$ cat src/rtl/branch_sched.sv
// branch_sched: holds a D-stage branch on E/M hazards, resolves it and issues a registered redirect.
module branch_sched #(
    parameter int MAX_WAIT = 3
) (
    input  logic        clk,
    input  logic        reset,
    input  logic        d_valid,
    input  logic [3:0]  d_cmpop,
    input  logic [31:0] d_pc,
    input  logic [15:0] d_imm,
    input  logic [4:0]  d_rs,
    input  logic [4:0]  d_rt,
    input  logic [31:0] rs_val,
    input  logic [31:0] rt_val,
    input  logic [4:0]  e_a3,
    input  logic [4:0]  m_a3,
    input  logic [1:0]  e_tnew,
    input  logic [1:0]  m_tnew,
    input  logic        stat_clr,
    output logic        stall,
    output logic        redirect,
    output logic [31:0] redirect_pc,
    output logic        wait_err,
    output logic [31:0] stat_branches,
    output logic [31:0] stat_taken,
    output logic [31:0] stat_stalls
);
    localparam int CW = $clog2(MAX_WAIT + 2);
    localparam logic [CW-1:0] CNT_MAX = CW'(MAX_WAIT + 1);
    localparam logic [CW-1:0] CNT_LIM = CW'(MAX_WAIT);

    typedef enum logic {S_IDLE, S_WAIT} state_t;

    state_t        state_q, state_d;
    logic [CW-1:0] wait_cnt_q, wait_cnt_d;
    logic          wait_err_q, wait_err_d;
    logic          redirect_q, redirect_d;
    logic [31:0]   redirect_pc_q, redirect_pc_d;
    logic [31:0]   stat_branches_q, stat_branches_d;
    logic [31:0]   stat_taken_q, stat_taken_d;
    logic [31:0]   stat_stalls_q, stat_stalls_d;
    logic          rt_used, haz_e, haz_m, resolve, taken, rs_zero;
    logic [31:0]   target;

    assign rt_used = d_cmpop == 4'd0 || d_cmpop == 4'd5;
    assign haz_e   = e_a3 != 5'd0 && e_tnew != 2'd0 && (e_a3 == d_rs || (rt_used && e_a3 == d_rt));
    assign haz_m   = m_a3 != 5'd0 && m_tnew != 2'd0 && (m_a3 == d_rs || (rt_used && m_a3 == d_rt));
    assign stall   = d_valid && (haz_e || haz_m);
    assign resolve = d_valid && !stall;
    assign rs_zero = rs_val == 32'd0;
    assign target  = d_pc + 32'd4 + {{14{d_imm[15]}}, d_imm, 2'b00};

    // Sign bit and zero test cover all signed compares against zero.
    assign taken = d_cmpop == 4'd0 ? rs_val == rt_val :
                   d_cmpop == 4'd5 ? rs_val != rt_val :
                   d_cmpop == 4'd1 ? !rs_val[31] :
                   d_cmpop == 4'd2 ? rs_val[31] :
                   d_cmpop == 4'd3 ? !rs_val[31] && !rs_zero :
                   d_cmpop == 4'd4 ? rs_val[31] || rs_zero : 1'b0;

    always_comb begin
        state_d         = stall ? S_WAIT : S_IDLE;
        wait_cnt_d      = !stall || state_q == S_IDLE ? '0 :
                          wait_cnt_q == CNT_MAX ? CNT_MAX : wait_cnt_q + 1'b1;
        wait_err_d      = wait_err_q || (state_q == S_WAIT && stall && wait_cnt_q >= CNT_LIM);
        redirect_d      = resolve && taken;
        redirect_pc_d   = resolve && taken ? target : redirect_pc_q;
        stat_branches_d = stat_clr ? '0 : resolve && ~&stat_branches_q ? stat_branches_q + 32'd1 : stat_branches_q;
        stat_taken_d    = stat_clr ? '0 : resolve && taken && ~&stat_taken_q ? stat_taken_q + 32'd1 : stat_taken_q;
        stat_stalls_d   = stat_clr ? '0 : stall && ~&stat_stalls_q ? stat_stalls_q + 32'd1 : stat_stalls_q;
    end

    always_ff @(posedge clk or posedge reset) begin
        if (reset) begin
            state_q         <= S_IDLE;
            wait_cnt_q      <= '0;
            wait_err_q      <= 1'b0;
            redirect_q      <= 1'b0;
            redirect_pc_q   <= 32'h0000_3000;
            stat_branches_q <= '0;
            stat_taken_q    <= '0;
            stat_stalls_q   <= '0;
        end else begin
            state_q         <= state_d;
            wait_cnt_q      <= wait_cnt_d;
            wait_err_q      <= wait_err_d;
            redirect_q      <= redirect_d;
            redirect_pc_q   <= redirect_pc_d;
            stat_branches_q <= stat_branches_d;
            stat_taken_q    <= stat_taken_d;
            stat_stalls_q   <= stat_stalls_d;
        end
    end

    assign redirect      = redirect_q;
    assign redirect_pc   = redirect_pc_q;
    assign wait_err      = wait_err_q;
    assign stat_branches = stat_branches_q;
    assign stat_taken    = stat_taken_q;
    assign stat_stalls   = stat_stalls_q;
endmodule

$ cat config.mk
export PLATFORM = sky130hd
export DESIGN_NAME = branch_sched
export DESIGN_NICKNAME = d
export VERILOG_FILES = /design/src/rtl/branch_sched.sv
export SDC_FILE = /design/constraint.sdc
export NUM_CORES = 1
export LEC_CHECK = 0
export CORE_UTILIZATION = 50
export DETAILED_ROUTE_END_ITERATION = 8
export GPL_TIMING_DRIVEN = 0
export PLACE_DENSITY = 0.85
export SYNTH_ARGS = -nofsm -noshare
export SYNTH_HDL_FRONTEND = slang
export SYNTH_SLANG_ARGS = --single-unit
$ cat constraint.sdc
create_clock -name clk -period 9.15 [get_ports clk]
set_input_delay 1.83 -clock clk [delete_from_list [all_inputs] [get_ports clk]]
set_output_delay 1.83 -clock clk [all_outputs]
set_load 0.02 [all_outputs]
==> results of run 1 <==
-- per-layer routing --
layer / GRT usage [%] / share of wire [%]
met1: 29.6 / 36
met2: 53.6 / 52
met3: 8.67 / 8.3
met4: 14.1 / 4.1
met5: 0 / 0
-- worst max-delay path: stages --
cell                              delay (ps)
sky130_fd_sc_hd__clkdlybuf4s50_1         490
sky130_fd_sc_hd__or4_1                   550
sky130_fd_sc_hd__o22a_1                  240
sky130_fd_sc_hd__a22oi_1                 400
sky130_fd_sc_hd__nor2_1                  150
sky130_fd_sc_hd__clkdlybuf4s50_1         580
-- kinds of logic after synthesis --
| family | share of synthesized area, % |
|---|---|
| and+or+nand+nor | 23.7 |
| AOI/OAI and AO/OA | 11.7 |
| DFF | 38.0 |
| xor gates and xnor gates | 13.2 |
| buffers and inverters | 2.85 |
| adders and majority gates | 9.15 |
| muxes | 1.47 |
-- through the flow --
stage                     instances  setup slack, ps
after global placement         1476             1870
after CTS                      1509             3080
final                          1511             3070
after floorplan                 977             3740
after detailed placement       1477             3120
after global routing           1511             2950
-- layout make-up --
class / count / area (um2) / share of cell area, %
inverter: 39 / 151 / 1.21
timing repair buffer: 275 / 2770 / 22.2
tap: 225 / 282 / 2.26
multi-input combinational: 778 / 5230 / 42.0
buffer: 26 / 105 / 0.843
antenna: 2 / 5.00 / 0.0401
sequential: 134 / 3360 / 26.9
clock buffer: 17 / 425 / 3.41
clock inverter: 15 / 140 / 1.12
-- registers in the layout, summed over array words and instances (netlist names) --
signal,cells
redirect_pc,32
stat_branches,32
stat_stalls,32
stat_taken,32
wait_cnt_q,3
redirect,1
state_q,1
wait_err,1
-- where the power goes --
part	internal, uW	leakage, uW	switching (uW)
registers	644	0.00182	31.5
clock network	358	0.000262	295
logic	235	0.00300	249
-- worst paths after layout --
path	endpoint	slack, ps	cells after the start	startpoint
min	redirect_pc[27]	480	2	redirect_pc[27]
min in group asynchronous	redirect_pc[0]	1880	2	reset
max reg2reg	stat_taken[21]	6090	9	stat_taken[5]
min reg2reg	redirect_pc[27]	480	2	redirect_pc[27]
max	stall	3070	6	e_a3[1]
max in group asynchronous	redirect_pc[12]	6500	3	reset
-- cell usage in the layout (no fill, tap or decap), types with 5 or more instances in the layout --
| cell | instances |
|---|---|
| sky130_fd_sc_hd__inv_6 | 5 |
| sky130_fd_sc_hd__and4_1 | 10 |
| sky130_fd_sc_hd__ha_1 | 63 |
| sky130_fd_sc_hd__nand4_1 | 20 |
| sky130_fd_sc_hd__mux2_2 | 8 |
| sky130_fd_sc_hd__xnor2_1 | 67 |
| sky130_fd_sc_hd__a21oi_1 | 47 |
| sky130_fd_sc_hd__or2_2 | 8 |
| sky130_fd_sc_hd__a21o_1 | 12 |
| sky130_fd_sc_hd__nand2_1 | 100 |
| sky130_fd_sc_hd__or4_1 | 8 |
| sky130_fd_sc_hd__o21ai_0 | 63 |
| sky130_fd_sc_hd__nor2_1 | 95 |
| sky130_fd_sc_hd__and3_1 | 17 |
| sky130_fd_sc_hd__clkdlybuf4s50_1 | 274 |
| sky130_fd_sc_hd__dfrtp_1 | 132 |
| sky130_fd_sc_hd__clkbuf_16 | 17 |
| sky130_fd_sc_hd__clkbuf_1 | 21 |
| sky130_fd_sc_hd__nor3_1 | 15 |
| sky130_fd_sc_hd__a211oi_1 | 7 |
| sky130_fd_sc_hd__inv_1 | 38 |
| sky130_fd_sc_hd__nor2b_1 | 8 |
| sky130_fd_sc_hd__nor4_1 | 27 |
| sky130_fd_sc_hd__xor2_1 | 66 |
| sky130_fd_sc_hd__o22ai_1 | 6 |
| sky130_fd_sc_hd__and2_1 | 7 |
| sky130_fd_sc_hd__nand3_1 | 33 |
| sky130_fd_sc_hd__or3_1 | 27 |
| sky130_fd_sc_hd__nor3b_1 | 6 |
| sky130_fd_sc_hd__clkinvlp_4 | 5 |
==> flow_metrics.env, run 1 <==
export IMPL_outcome="complete, no violations"
export IMPL_area_growth_syn_to_layout_pct=41.0
export IMPL_drtAntennaViolNets=0
export IMPL_vias=8574
export IMPL_ys_ff_latch=134
export IMPL_post_synth_instance_area_um2=8840
export IMPL_drive_above_1_share_pct=5.69
export IMPL_cts_sink_count=134
export IMPL_report_final_setup_viol=0
export IMPL_synth_area_leader_cell="sky130_fd_sc_hd__dfrtp_1"
export IMPL_gp_congestion=0.856
export IMPL_worst_endpoint_arrival_ps=4250
export IMPL_io_buffer_count=274
export IMPL_postPlaceCellArea_um2=11900
export IMPL_routed_via_density=5.67
export IMPL_hold_viol_final=0
export IMPL_unrepaired_setup_endpoints_after_global_routing="false"
export IMPL_die_h_um=135
export IMPL_cts_buffers=17
export IMPL_syn_instance_count=977
export IMPL_worstMarginPinSlew_ps=661
export IMPL_drt_wirelength_per_cell_um=17.4
export IMPL_dieArea_um2=18200
export IMPL_wire_length_of_the_first_global_routing_pass_mm=41.4
export IMPL_total_power_uw=1810
export IMPL_post_route_cell_area_um2=12500
export IMPL_synth_most_common_cell="sky130_fd_sc_hd__dfrtp_1"
export IMPL_fmax_mhz=165
export IMPL_first_iter_violations=489
export IMPL_synth_common_cells="sky130_fd_sc_hd__dfrtp_1 (132), sky130_fd_sc_hd__nand2_1 (100), sky130_fd_sc_hd__nor2_1 (95)"
export IMPL_fin_crit_sh_pct=66.4
export IMPL_final_max_slew_violation_count=0
export IMPL_clock_path_buffers=2
export IMPL_detailed_place_hpwl_mm=20.3
export IMPL_detail_route_wirelength_mm=26.3
export IMPL_timing_worst_setup_path_type="in2out"
export IMPL_clk_root_buffer_cell="sky130_fd_sc_hd__clkbuf_16"
export IMPL_first_global_vias=8542
export IMPL_cts_reportedPaths_clkPinSlew_ps=70
export IMPL_cts_hold_buffers=0
export IMPL_total_neg_setup_slack_ps=0
export IMPL_yosys_most_used_dff="sky130_fd_sc_hd__dfrtp_1"
export IMPL_gr_total_overflow=0
export IMPL_synth_seq_area_share_pct=38.0
export IMPL_timing_hold_ws_ps=481
export IMPL_hp_class="reg2reg"
export IMPL_postSynthAreaPerCell_um2=9.05
export IMPL_rows=48
export IMPL_synth_yosys_warnings=0
export IMPL_critPathRequiredTime_ps=7320
export IMPL_insertion_delay_ps=420
export IMPL_setup_worst_path_end_class="output port"
export IMPL_grt_start_max_net_pins=69
export IMPL_synth_nets=1185
export IMPL_period_needed_ps=6080
export IMPL_synth_lib_cells_used_distinct=65
export IMPL_maxcap_violations=0
export IMPL_synthArstFlopShare_pct=100
export IMPL_timing_critical_path_from_type="input port"
export IMPL_design_portCount=275
export IMPL_vdd_drop_max_v=0.000127
export IMPL_power_leakage_uw=0.00508
export IMPL_critical_path_fanouts_max=4
export IMPL_die_width_um=135
export IMPL_design_final_nets=1479
export IMPL_core_area_um2=17300
export IMPL_fill_cells=1326
export IMPL_cts_repair_resized=0
export IMPL_synthDominantCellAreaShare_pct=37.4
export IMPL_drc_errors=0
export IMPL_post_cts_buffers=0
export IMPL_top_cells_by_area_in_the_synthesized_netlist="sky130_fd_sc_hd__dfrtp_1 (37%), sky130_fd_sc_hd__ha_1 (8.9%), sky130_fd_sc_hd__xnor2_1 (6.6%), sky130_fd_sc_hd__xor2_1 (6.5%), sky130_fd_sc_hd__nand2_1 (4.2%)"
export IMPL_synth_enable_flop_cells=0
export IMPL_finalCoreUtilization_pct=72.1
export IMPL_p_per_area_nw_per_um2=145
export IMPL_setup_clock_skew_after_layout_ps=13.0
export IMPL_tritoncts="built"
export IMPL_slew_headroom_pct=55.9
export IMPL_htree_levels=4
export IMPL_initial_utilization_pct=51.1
export IMPL_grtUsageTotal_pct=29.0
export IMPL_grt_antenna_before_repair=2
export IMPL_drt_first_pass_iters=5
No activity file was read; power rests on OpenSTA's default activity.
==> run 2: changes to the inputs <==
--- a/config.mk
+++ b/config.mk
@@ -5,10 +5,10 @@
 export SDC_FILE = /design/constraint.sdc
 export NUM_CORES = 1
 export LEC_CHECK = 0
-export CORE_UTILIZATION = 50
+export CORE_UTILIZATION = 43
 export DETAILED_ROUTE_END_ITERATION = 8
 export GPL_TIMING_DRIVEN = 0
-export PLACE_DENSITY = 0.85
+export PLACE_DENSITY = 0.78
 export SYNTH_ARGS = -nofsm -noshare
 export SYNTH_HDL_FRONTEND = slang
 export SYNTH_SLANG_ARGS = --single-unit
==> constraint.sdc (replaced) <==
create_clock -name clk -period 5.53 [get_ports clk]
set_input_delay 1.106 -clock clk [delete_from_list [all_inputs] [get_ports clk]]
set_output_delay 1.106 -clock clk [all_outputs]
set_load 0.02 [all_outputs]
==> run 2 against run 1 <==
Effect of this change:
- hold slack worse by 2.8 ps
- routed wire length decreased by 3.1%
- first-iteration DRC count is 33% lower
- die area rose by 16%
- count of clock-buffer cells in the layout up 3
- final cell count is 2.8% higher
- sequential cell count stayed put
- register-to-register slack got worse by 3600 ps
- combinational power increased by 64%
- clock power up 65%
- cell area is 0.43% higher
- sequential share of layout area decreased by 0.12 points
- critical endpoint unchanged
- largest power group unchanged
==> flow_metrics.env, run 2 (synthesis gave the netlist of run 1 again) <==
export IMPL_outcome="complete, no violations"
export IMPL_fmax_mhz=212
export IMPL_drive_above_1_share_pct=5.61
export IMPL_initial_utilization_pct=43.8
export IMPL_p_seq_share_pct=37.3
export IMPL_rows=52
export IMPL_final_common_cell="sky130_fd_sc_hd__clkdlybuf4s50_1"
export IMPL_critPathRequiredTime_ps=4420
export IMPL_finalCoreUtilization_pct=62.1
export IMPL_io_buffer_count=274
export IMPL_insertion_delay_ps=420
export IMPL_p_per_area_nw_per_um2=239
export IMPL_first_iter_violations=329
export IMPL_maxcap_violations=0
export IMPL_first_global_vias=8335
export IMPL_setup_clock_skew_after_layout_ps=8.89
export IMPL_dieArea_um2=21100
export IMPL_clock_power_share_pct=36.2
export IMPL_power_leakage_uw=0.00509
export IMPL_drc_errors=0
export IMPL_clock_path_buffers=2
export IMPL_max_stage_delay_ps=650
export IMPL_diodes=0
export IMPL_crit_buf_inv=2
export IMPL_timing_worst_setup_path_type="in2out"
export IMPL_cts_buffers=17
export IMPL_detailed_place_hpwl_mm=19.9
export IMPL_hp_class="reg2reg"
export IMPL_clk_root_buffer_cell="sky130_fd_sc_hd__clkbuf_16"
export IMPL_cts_reportedPaths_clkPinSlew_ps=60
export IMPL_detail_route_wirelength_mm=25.5
export IMPL_post_route_cell_area_um2=12500
export IMPL_timing_critical_path_from_type="input port"
export IMPL_design_portCount=275
export IMPL_worst_path_dominant_cell_family="buffers and inverters"
export IMPL_report_final_setup_viol=0
export IMPL_vdd_drop_max_v=0.000217
export IMPL_cell_internal_power_uw=2100
export IMPL_grt_start_max_net_pins=77
export IMPL_htree_levels=4
export IMPL_wire_length_of_the_first_global_routing_pass_mm=41.2
export IMPL_die_width_um=145
export IMPL_core_area_um2=20200
export IMPL_worstMarginPinSlew_ps=702
export IMPL_fin_crit_sh_pct=85.4
export IMPL_post_cts_buffers=0
export IMPL_design_final_nets=1479
export IMPL_slew_headroom_pct=53.2
export IMPL_routed_via_density=5.36
export IMPL_timing_critical_path_mode_cell="sky130_fd_sc_hd__clkdlybuf4s50_1"
export IMPL_final_max_slew_violation_count=0
export IMPL_final_cell_mix="sky130_fd_sc_hd__clkdlybuf4s50_1 (274), sky130_fd_sc_hd__dfrtp_1 (132), sky130_fd_sc_hd__nand2_1 (100)"
export IMPL_period_needed_ps=4720
export IMPL_worstPathCellList="clkdlybuf4s50_1, xnor2_1, nand4_1, o22ai_1, a22oi_1, nor2_1, clkdlybuf4s50_1"
export IMPL_cts_repair_resized=0
export IMPL_gr_total_overflow=0
export IMPL_gp_congestion=0.899
export IMPL_vias=8324
export IMPL_critical_path_fanouts_max=6
export IMPL_cts_sink_count=134
export IMPL_drtAntennaViolNets=0
export IMPL_tritoncts="built"
export IMPL_drt_first_pass_iters=5
export IMPL_die_h_um=145
export IMPL_switching_power_uw=891
export IMPL_area_growth_syn_to_layout_pct=41.6
export IMPL_sw_frac_of_total_pct=29.7
export IMPL_grtUsageTotal_pct=24.3
export IMPL_combPwrFrac_pct=26.5
export IMPL_grt_antenna_before_repair=0
export IMPL_drt_wirelength_per_cell_um=16.4
export IMPL_critical_path_slowest_cell="sky130_fd_sc_hd__clkdlybuf4s50_1"
export IMPL_unrepaired_setup_endpoints_after_global_routing="false"
export IMPL_postPlaceCellArea_um2=12000
export IMPL_fill_cells=1725
export IMPL_worst_endpoint_arrival_ps=3620
export IMPL_cts_hold_buffers=0
export IMPL_setup_worst_path_end_class="output port"
export IMPL_hold_viol_final=0
[run 2: changes by cell type in the layout (fill, tap and decap cells not counted)]
cell,delta
sky130_fd_sc_hd__inv_6,-3
sky130_fd_sc_hd__clkinv_2,+3
sky130_fd_sc_hd__diode_2,-2
sky130_fd_sc_hd__clkbuf_8,+3
sky130_fd_sc_hd__bufinv_16,+1
sky130_fd_sc_hd__clkinvlp_4,-1
sky130_fd_sc_hd__clkinv_8,-1
sky130_fd_sc_hd__inv_8,-3
[run 2: worst paths after layout]
kind                                   endpoint  slack [ps]            from  cells past startpoint
worst min register to register   redirect_pc[5]         480  redirect_pc[5]                      2
max in group asynchronous        stat_taken[14]        3600           reset                      3
worst min-delay path             redirect_pc[5]         480  redirect_pc[5]                      2
min in group asynchronous       stat_stalls[21]        1200           reset                      2
worst max register to register   stat_taken[21]        2530   stat_taken[5]                      9
worst max-delay path                      stall         810      d_cmpop[2]                      7
[run 2: tightest hold or removal path, stage by stage, from the launching register on]
cell and delay [ps]:
sky130_fd_sc_hd__dfrtp_1 340, sky130_fd_sc_hd__nand2_1 40, sky130_fd_sc_hd__o21ai_0 60
[run 2: power by group through the flow]
stage,clock [uW],sequential [uW],combinational [uW]
5_1_grt,1140,1130,872
6_report,1080,1120,794
4_1_cts,1100,1120,800
3_5_place_dp,0,1130,796
2_1_floorplan,0,1230,314
3_3_place_gp,0,1130,782
[run 2: per-stage QoR]
stage	setup slack (ps)	std cells	hold slack [ps]	TNS (ps)	power [uW]
floorplan	845	977	459	0	1540
global placement	-1130	1521	460	-148120	1920
detailed placement	636	1522	467	0	1930
CTS	825	1553	481	0	3020
global route	639	1553	503	0	3140
finish	808	1553	478	0	3000
[run 2: layer usage]
layer | global-route usage [%] | part of all wire, % | up-vias
met5 | 0 | 0 | -
met4 | 8.58 | 2.4 | 0
met3 | 7.37 | 7.9 | 39
met2 | 44.8 | 51 | 279
met1 | 26.1 | 38 | 3937
li1 | - | - | 4069
[run 2: cell type report]
cell class | count | area, um2 | share of cell area, %
timing repair buffer | 275 | 2770 | 22.1
clock buffer | 20 | 467 | 3.73
inverter | 39 | 151 | 1.21
tap | 270 | 338 | 2.70
buffer | 26 | 105 | 0.839
multi-input combinational | 778 | 5230 | 41.8
clock inverter | 11 | 101 | 0.810
sequential | 134 | 3360 | 26.8
==> run 3: changes to the inputs <==
==> constraint.sdc (replaced) <==
create_clock -name clk -period 3.8 [get_ports clk]
set_input_delay 0.76 -clock clk [delete_from_list [all_inputs] [get_ports clk]]
set_output_delay 0.76 -clock clk [all_outputs]
set_load 0.02 [all_outputs]
==> run 3 against run 2 <==
Effect of this change:
- die area did not move
- power rose by 51%
- first-iteration DRC count rose by 5.8%
- highest routed layer unchanged
- setup slack got worse by 740 ps
- utilization rose by 1.5 points
- critical path type is now in2reg
- routed wire length rose by 2.0%
- critical endpoint is now stat_taken[20]
==> flow_metrics.env, run 3 (synthesis gave the netlist of run 1 again) <==
export IMPL_timing_hold_worst_path_depth=1
export IMPL_grt_start_max_net_pins=42
export IMPL_tritoncts="built"
export IMPL_final_max_slew_violation_count=0
export IMPL_drive_above_1_share_pct=8.20
export IMPL_timing_critical_path_from_type="input port"
export IMPL_clock_path_buffers=2
export IMPL_cts_sink_count=134
export IMPL_gr_total_overflow=0
export IMPL_clk_root_buffer_cell="sky130_fd_sc_hd__clkbuf_16"
export IMPL_vias=8425
export IMPL_timing_reg2reg_worst_path_depth=9
export IMPL_die_h_um=145
export IMPL_area_growth_syn_to_layout_pct=45.0
export IMPL_cts_reportedPaths_clkPinSlew_ps=60
export IMPL_fmax_mhz=268
export IMPL_slew_headroom_pct=55.6
export IMPL_timing_worst_setup_path_type="in2reg"
export IMPL_design_final_nets=1489
export IMPL_worstMarginPinSlew_ps=666
export IMPL_hp_class="reg2reg"
export IMPL_layout_setup_ws_ps=71.8
export IMPL_fill_cells=1674
export IMPL_p_per_area_nw_per_um2=353
export IMPL_setup_worst_path_end_class="flop"
export IMPL_cts_buffers=17
export IMPL_total_power_uw=4520
export IMPL_post_route_cell_area_um2=12800
export IMPL_worst_endpoint_arrival_ps=4030
export IMPL_first_iter_violations=348
export IMPL_gp_congestion=0.908
export IMPL_grt_most_used_layer="met2"
export IMPL_htree_levels=4
export IMPL_critPathRequiredTime_ps=4100
export IMPL_final_cell_mix="sky130_fd_sc_hd__clkdlybuf4s50_1 (271), sky130_fd_sc_hd__dfrtp_1 (132), sky130_fd_sc_hd__nand2_1 (100)"
export IMPL_insertion_delay_ps=420
export IMPL_dieArea_um2=21100
export IMPL_cts_hold_buffers=0
export IMPL_drt_wirelength_per_cell_um=16.6
export IMPL_drtAntennaViolNets=0
export IMPL_die_width_um=145
export IMPL_drc_errors=0
export IMPL_critical_path_slowest_cell="sky130_fd_sc_hd__or4_4"
export IMPL_vdd_drop_max_v=0.000296
export IMPL_grtUsageMet1_pct=27.3
export IMPL_wire_length_of_the_first_global_routing_pass_mm=41.8
export IMPL_detailed_place_hpwl_mm=20.0
export IMPL_grt_antenna_before_repair=1
export IMPL_report_final_setup_viol=0
export IMPL_hold_viol_final=0
export IMPL_max_stage_delay_ps=460
export IMPL_setup_clock_skew_after_layout_ps=11.4
export IMPL_detail_route_wirelength_mm=26.0
export IMPL_critical_path_fanouts_max=10
export IMPL_period_needed_ps=3730
export IMPL_grtUsageTotal_pct=24.7
export IMPL_globalRouteMet3Util_pct=7.05
export IMPL_grt_met2_usage_pct=44.7
export IMPL_unrepaired_setup_endpoints_after_global_routing="true"
export IMPL_power_leakage_uw=0.00519
export IMPL_final_common_cell="sky130_fd_sc_hd__clkdlybuf4s50_1"
export IMPL_design_portCount=275
export IMPL_maxcap_violations=0
export IMPL_io_buffer_count=274
export IMPL_postPlaceCellArea_um2=12000
export IMPL_routed_via_density=5.39
export IMPL_drt_first_pass_iters=5
export IMPL_fin_crit_sh_pct=98.1
export IMPL_first_global_vias=8425
export IMPL_outcome="complete, no violations"
export IMPL_post_place_setup_slack_ps=-736
export IMPL_worstPathCellList="clkdlybuf4s50_1, nor4_1, nand2_1, or4_4, a311oi_4, o2111ai_4, buf_6, or2_2, buf_4, nor3_2, mux2_2"
export IMPL_rows=52
export IMPL_initial_utilization_pct=43.8
export IMPL_core_area_um2=20200
[run 3: cell type report]
| type | instances | area [um2] | share of cell area [%] |
|---|---|---|---|
| timing repair buffer | 285 | 2860 | 22.3 |
| antenna | 1 | 2.50 | 0.0195 |
| clock inverter | 11 | 150 | 1.17 |
| multi-input combinational | 778 | 5390 | 42.1 |
| buffer | 26 | 113 | 0.879 |
| clock buffer | 20 | 457 | 3.56 |
| sequential | 134 | 3360 | 26.2 |
| inverter | 39 | 150 | 1.17 |
| tap | 270 | 338 | 2.64 |
[run 3: worst paths after layout]
| check | start | end | slack (ps) |
|---|---|---|---|
| worst min-delay path | wait_err | wait_err | 480 |
| worst max-delay path | rs_val[7] | stat_taken[20] | 70 |
| min in group asynchronous | reset | stat_stalls[20] | 770 |
| worst max register to register | stat_taken[5] | stat_taken[21] | 730 |
| max in group asynchronous | reset | stat_taken[13] | 2180 |
| worst min register to register | wait_err | wait_err | 480 |
[run 3: power breakdown]
group	switching (uW)	total [uW]	internal (uW)
combinational	607	1200	588
sequential	81.1	1630	1550
clock	629	1690	1060
[run 3: through the flow]
stage               setup TNS, ps  util (%)  cells  hold WS, ps
CTS                             0      62.8   1555          483
detailed placement         -26010      59.4   1524          468
finish                          0      63.5   1564          479
global placement           -23960      59.1   1521          463
global route                 -106      63.5   1564          493
floorplan                       0         -    977          459
[run 3: timing repair]
action                                  in CTS  in global routing
gates cloned                                 0                  1
buffers inserted                             0                  7
resized for setup                           16                 24
endpoints found under the setup margin      29                 18
pin swaps                                    2                 10
[run 3: critical path, delay by kind of cell]
family | cells | cell delay, ps
AO/OA/AOI/OAI | 2 | 600
multiplexers | 1 | 350
buffers and inverters | 3 | 820
AND/OR/NAND/NOR | 5 | 1470
[run 3: per-layer routing]
layer	part of all wire (%)	routed length, um
met1	39	10200
met2	51	13200
met3	7.2	1860
met4	2.8	717
met5	0	0
